`config.mk`:
```
export PLATFORM = sky130hd
export DESIGN_NAME = limit_regfile
export DESIGN_NICKNAME = d
export VERILOG_FILES = /design/src/rtl/limit_regfile.sv
export SDC_FILE = /design/constraint.sdc
export NUM_CORES = 1
export LEC_CHECK = 0
export ABC_AREA = 1
export CORE_UTILIZATION = 60
export CTS_CLUSTER_DIAMETER = 150
export DETAILED_ROUTE_END_ITERATION = 8
export DONT_BUFFER_PORTS = 1
export GPL_ROUTABILITY_DRIVEN = 0
export PLACE_DENSITY = 0.87
export SYNTH_ARGS = -nofsm -noshare
export SYNTH_HDL_FRONTEND = slang
export SYNTH_SLANG_ARGS = --single-unit
```
`constraint.sdc`:
```
create_clock -name clk -period 1.9 [get_ports clk]
set_input_delay 0.285 -clock clk [delete_from_list [all_inputs] [get_ports clk]]
set_output_delay 0.285 -clock clk [all_outputs]
set_load 0.02 [all_outputs]
```
`src/rtl/limit_regfile.sv`:
```
// Password-guarded limit table: flop-based entries with per-entry reset defaults,
// a registered read port, and an unlock/lockout controller gating writes.
module limit_regfile #(
  parameter int                     WIDTH          = 4,
  parameter int                     DEPTH          = 4,
  parameter int                     ADDR_W         = 2,
  parameter logic [DEPTH*WIDTH-1:0] INIT           = 16'h68AC,
  parameter int                     UNLOCK_CYCLES  = 16,
  parameter int                     MAX_FAIL       = 3,
  parameter int                     LOCKOUT_CYCLES = 32
) (
  input  logic              clk,
  input  logic              rst_n,
  input  logic              rd_en,
  input  logic [ADDR_W-1:0] rd_addr,
  output logic [WIDTH-1:0]  rd_data,
  output logic              rd_valid,
  output logic              rd_err,
  input  logic              unlock_req,
  input  logic [WIDTH-1:0]  key,
  input  logic              lock_req,
  input  logic              wr_en,
  input  logic [ADDR_W-1:0] wr_addr,
  input  logic [WIDTH-1:0]  wr_data,
  output logic              wr_err,
  output logic              unlock_ok,
  output logic              unlock_fail,
  output logic              unlocked,
  output logic              alarm
);

  localparam int TMR_MAX = (UNLOCK_CYCLES > LOCKOUT_CYCLES) ? UNLOCK_CYCLES : LOCKOUT_CYCLES;
  localparam int TMR_W   = $clog2(TMR_MAX + 1);
  localparam int FAIL_W  = (MAX_FAIL > 0) ? $clog2(MAX_FAIL + 1) : 1;
  localparam int SPAN    = 1 << ADDR_W;

  typedef enum logic [1:0] {
    S_LOCKED   = 2'd0,
    S_UNLOCKED = 2'd1,
    S_LOCKOUT  = 2'd2
  } state_t;

  // One bit per encodable address: set where the address maps to a real entry.
  function automatic logic [SPAN-1:0] addr_mask();
    logic [SPAN-1:0] m;
    m = '0;
    for (int i = 0; i < SPAN; i++) m[i] = (i < DEPTH);
    return m;
  endfunction

  function automatic logic [FAIL_W-1:0] sat_inc(input logic [FAIL_W-1:0] v);
    return (v >= FAIL_W'(MAX_FAIL)) ? v : v + FAIL_W'(1);
  endfunction

  localparam logic [SPAN-1:0] ADDR_OK = addr_mask();

  state_t              state_q, state_d;
  logic [TMR_W-1:0]    timer_q, timer_d;
  logic [FAIL_W-1:0]   fail_cnt_q, fail_cnt_d;
  logic [WIDTH-1:0]    mem_q [DEPTH];
  logic [WIDTH-1:0]    mem_d [DEPTH];
  logic [WIDTH-1:0]    rd_data_q, rd_data_d;
  logic                rd_valid_q, rd_valid_d;
  logic                rd_err_q, rd_err_d;
  logic                wr_err_q, wr_err_d;
  logic                unlock_ok_q, unlock_ok_d;
  logic                unlock_fail_q, unlock_fail_d;

  logic                wr_ok;
  logic                rd_ok;
  logic [WIDTH-1:0]    rd_word;
  logic [FAIL_W-1:0]   fail_inc;

  always_comb begin
    state_d       = state_q;
    timer_d       = timer_q;
    fail_cnt_d    = fail_cnt_q;
    mem_d         = mem_q;
    rd_data_d     = rd_data_q;
    rd_valid_d    = 1'b0;
    rd_err_d      = 1'b0;
    wr_err_d      = 1'b0;
    unlock_ok_d   = 1'b0;
    unlock_fail_d = 1'b0;
    rd_word       = '0;
    fail_inc      = sat_inc(fail_cnt_q);

    // Read port samples memory before this edge's write, so same-address
    // read/write returns the old word.
    rd_ok = ADDR_OK[rd_addr];
    for (int i = 0; i < DEPTH; i++) begin
      if (rd_addr == ADDR_W'(i)) rd_word = mem_q[i];
    end
    if (rd_en) begin
      rd_valid_d = 1'b1;
      rd_err_d   = !rd_ok;
      rd_data_d  = rd_ok ? rd_word : '0;
    end

    // lock_req wins over a same-cycle write.
    wr_ok = wr_en && (state_q == S_UNLOCKED) && !lock_req && ADDR_OK[wr_addr];
    if (wr_en && !wr_ok) wr_err_d = 1'b1;
    for (int i = 0; i < DEPTH; i++) begin
      if (wr_ok && (wr_addr == ADDR_W'(i))) mem_d[i] = wr_data;
    end

    unique case (state_q)
      S_LOCKED: begin
        if (unlock_req) begin
          if (key == mem_q[0]) begin
            state_d     = S_UNLOCKED;
            timer_d     = TMR_W'(UNLOCK_CYCLES);
            fail_cnt_d  = '0;
            unlock_ok_d = 1'b1;
          end else begin
            fail_cnt_d    = fail_inc;
            unlock_fail_d = 1'b1;
            if (fail_inc == FAIL_W'(MAX_FAIL)) begin
              state_d = S_LOCKOUT;
              timer_d = TMR_W'(LOCKOUT_CYCLES);
            end
          end
        end
      end
      S_UNLOCKED: begin
        if (lock_req) begin
          state_d = S_LOCKED;
          timer_d = '0;
        end else if (wr_ok) begin
          timer_d = TMR_W'(UNLOCK_CYCLES);
        end else if (timer_q <= TMR_W'(1)) begin
          state_d = S_LOCKED;
          timer_d = '0;
        end else begin
          timer_d = timer_q - TMR_W'(1);
        end
      end
      S_LOCKOUT: begin
        if (timer_q <= TMR_W'(1)) begin
          state_d    = S_LOCKED;
          timer_d    = '0;
          fail_cnt_d = '0;
        end else begin
          timer_d = timer_q - TMR_W'(1);
        end
      end
      default: begin
        state_d    = S_LOCKED;
        timer_d    = '0;
        fail_cnt_d = '0;
      end
    endcase
  end

  always_ff @(posedge clk or negedge rst_n) begin
    if (!rst_n) begin
      state_q       <= S_LOCKED;
      timer_q       <= '0;
      fail_cnt_q    <= '0;
      rd_data_q     <= '0;
      rd_valid_q    <= 1'b0;
      rd_err_q      <= 1'b0;
      wr_err_q      <= 1'b0;
      unlock_ok_q   <= 1'b0;
      unlock_fail_q <= 1'b0;
      for (int i = 0; i < DEPTH; i++) mem_q[i] <= INIT[i*WIDTH +: WIDTH];
    end else begin
      state_q       <= state_d;
      timer_q       <= timer_d;
      fail_cnt_q    <= fail_cnt_d;
      rd_data_q     <= rd_data_d;
      rd_valid_q    <= rd_valid_d;
      rd_err_q      <= rd_err_d;
      wr_err_q      <= wr_err_d;
      unlock_ok_q   <= unlock_ok_d;
      unlock_fail_q <= unlock_fail_d;
      for (int i = 0; i < DEPTH; i++) mem_q[i] <= mem_d[i];
    end
  end

  assign rd_data     = rd_data_q;
  assign rd_valid    = rd_valid_q;
  assign rd_err      = rd_err_q;
  assign wr_err      = wr_err_q;
  assign unlock_ok   = unlock_ok_q;
  assign unlock_fail = unlock_fail_q;
  assign unlocked    = (state_q == S_UNLOCKED);
  assign alarm       = (state_q == S_LOCKOUT);

endmodule

```
==> impl_metrics.env <==
export IMPL_status="finished clean"
export IMPL_syn_nets=247
export IMPL_ios=29
export IMPL_synth_most_common_cell="nand2_1"
export IMPL_criticalPathCategory="flop to flop"
export IMPL_ys_flop_type="dfrtp_1"
export IMPL_routed_wl_um=3402
export IMPL_chipHeight_um=55.49
export IMPL_setup_violations_final=0
export IMPL_crit_slowest_cell="dfrtp_1"
export IMPL_yosys_area_top_type_share_pct=39.36
export IMPL_p_int_mw=1.461
export IMPL_switchingPower_mw=0.9110
export IMPL_critPathMaxStageDelay_ns=0.43
export IMPL_ys_top_cells_by_count="nand2_1, inv_1, dfrtp_1"
export IMPL_layout_drive_gt1_share_pct=8.403
export IMPL_min_path_type="input port to flop"
export IMPL_clk_pin_slew_ns=0.10
export IMPL_start_util_pct=62.79
export IMPL_core_mm2=0.002734
export IMPL_crit_fanout=5
export IMPL_root_buffer="clkbuf_4"
export IMPL_final_hold_viol_count=0
export IMPL_cts_tree="done"
export IMPL_ys_ff_latch=34
export IMPL_max_freq_ghz=0.6301
export IMPL_r2r_cells=11
export IMPL_drc_errors=0
export IMPL_syn_avg_cell_area_um2=7.562
export IMPL_crit_start="timer_q[0]"
export IMPL_post_synth_top_area_cell="dfrtp_1"
export IMPL_yosysWarnings=0
export IMPL_antenna_found_initial=0
export IMPL_max_cap_violations=0
export IMPL_num_vias=1441
export IMPL_endpoint_kind="flop"
export IMPL_cts_inserted_buffers=5
export IMPL_grt_pass1_wl_um=5982
export IMPL_period_share_pct=83.53
export IMPL_sw_frac_of_total_pct=38.40
export IMPL_syn_area_mm2=0.001717
export IMPL_synth_edf_count=0
export IMPL_rsz0062_at_grt="no"
export IMPL_ir_drop_mv=1.187
export IMPL_track_usage_pct=25.49
export IMPL_syn_inst=227
export IMPL_first_global_vias=1404
export IMPL_antenna_left=0
export IMPL_diodes=0
export IMPL_clockBufferDepth=2
export IMPL_post_cts_buffers=0
export IMPL_dr_pass1_iters=5
export IMPL_crit_arrival_ns=1.82
export IMPL_cp_required_ns=2.14
export IMPL_p_clk_share_pct=20.7
export IMPL_ff2ff_setup_slack_ns=0.31
export IMPL_clkLatencyLatePin_ns=0.34
export IMPL_power_density_mw_per_mm2=1266
export IMPL_ys_seq_area_share_pct=50.07
export IMPL_synth_cell_types=22
export IMPL_fill_cells=217
export IMPL_timing_final_crit_period_ns=1.587
export IMPL_overflow=0
export IMPL_ys_async_sr_fraction_pct=100.0
export IMPL_nets=257
export IMPL_slew_viol_final=0
export IMPL_final_core_util_pct=68.56
export IMPL_num_rows=19
export IMPL_die_area_mm2=0.003079
export IMPL_clock_skew_ns=0.008184
export IMPL_chipWidth_um=55.49
export IMPL_vias_per_cell=5.357
export IMPL_rr_endpoint="fail_cnt_q[0]"
export IMPL_tns_ns=0
export IMPL_total_power_mw=2.372
export IMPL_synthToLayoutAreaGrowth_pct=9.184
export IMPL_crit_path_start_kind="flop"
export IMPL_crit_end="fail_cnt_q[0]"
export IMPL_clkSinkCount=34
export IMPL_drt_initial_drc_count=77
export IMPL_p_seq_share_pct=44.6
export IMPL_synth_area_top_cells="dfrtp_1, nand2_1, dfstp_2, inv_1, o21ai_0"
export IMPL_grt_max_degree=35
export IMPL_wl_per_cell_um=12.65
export IMPL_htreeDepth=2
export IMPL_port_buffers=0
export IMPL_dp_hpwl_um=2448
export IMPL_timing_hold_ws_ns=0.02329
export IMPL_comb_power_share_pct=34.7
export IMPL_crit_path_cell_trace="inv_1 > ha_1 > inv_1 > nand2_1 > nand3_1 > nand2_1 > inv_1 > nor2_1 > nand2_1 > o21ai_0 > nor2_1"
export IMPL_leakage_nw=0.9833
export IMPL_worstReg2RegStart="timer_q[0]"
-- power by group through the flow --
| stage | sequential (mW) | combinational, mW | clock (mW) |
|---|---|---|---|
| 6_report | 1.06 | 0.823 | 0.491 |
| 5_1_grt | 1.08 | 0.978 | 0.528 |
| 3_3_place_gp | 1.06 | 0.766 | 0 |
| 3_5_place_dp | 1.06 | 0.789 | 0 |
| 2_1_floorplan | 1.04 | 0.647 | 0 |
| 4_1_cts | 1.06 | 0.819 | 0.499 |
-- state kept, by name, summed over array words and instances (netlist names) --
register	count
fail_cnt_q	2
state_q	2
unlock_ok	1
mem_q	16
rd_valid	1
unlock_fail	1
timer_q	6
wr_err	1
rd_data	4
-- cell type report --
cell class,instances,area [um2],share of cell area (%)
repair buffers,4,47.55,2.537
multi-input cells,151,695.7,37.12
flip-flops and latches,34,859.6,45.86
inverters,41,153.9,8.211
well taps,31,38.79,2.069
clock buffers,8,78.83,4.206
-- through the flow --
step	cells	setup slack, ns	instance area, um2
floorplan	227	0.5059	1717
global placement	258	0.4281	1755
detailed placement	258	0.3486	1755
CTS	269	0.3355	1874
global route	269	0.1441	1874
finish	269	0.3130	1874
-- worst min path at each step --
stage	slack, ns	from	cells past startpoint	end
floorplan	-0.01	rst_n	0	fail_cnt_q[0]
global placement	-0.01	rst_n	0	timer_q[1]
detailed placement	-0.01	rst_n	0	timer_q[1]
CTS	0.02	rd_en	1	rd_data[1]
global route	0.02	rd_en	1	rd_data[1]
finish	0.02	rd_en	1	rd_data[1]
-- what timing repair did --
action / CTS / global route
gates resized for setup: 0 / 0
hold buffers: 3 / 0
hold endpoints to repair: 35 / 0
-- critical path, delay by kind of cell, from the launching register on --
kind            cells  cell delay [ns]
buf+inv             3             0.20
compound gates      1             0.08
simple gates        6             0.54
flops               1             0.43
fa+ha+maj           1             0.22
-- layer usage --
layer	global-route usage (%)	share of wire, %
met1	32.07	47
met2	40.45	46
met3	8.197	4.8
met4	11.07	1.4
met5	0	0
-- placed cells by master, fill, tap and decap left out, types with 2 or more instances in the layout --
cell type,n
a21oi_1,4
clkbuf_4,5
ha_1,2
nand3_1,15
nand2_1,71
nand2_2,2
o211ai_1,2
dfstp_2,7
dlygate4sd3_1,2
dfrtp_1,27
a31oi_1,2
nor2_1,17
o21ai_0,26
clkbuf_8,3
inv_1,41
nor3_1,2
-- cells by family after synthesis --
| logic type | Yosys count | share of synthesized area (%) |
|---|---|---|
| buffers and inverters | 42 | 9.403 |
| DFF | 34 | 50.07 |
| adders and majority gates | 2 | 1.457 |
| and+or+nand+nor | 109 | 26.31 |
| other | 1 | 0.2184 |
| AOI/OAI and AO/OA | 37 | 11.52 |
| xor gates and xnor gates | 2 | 1.021 |
Power figures use the tool's default switching activity.
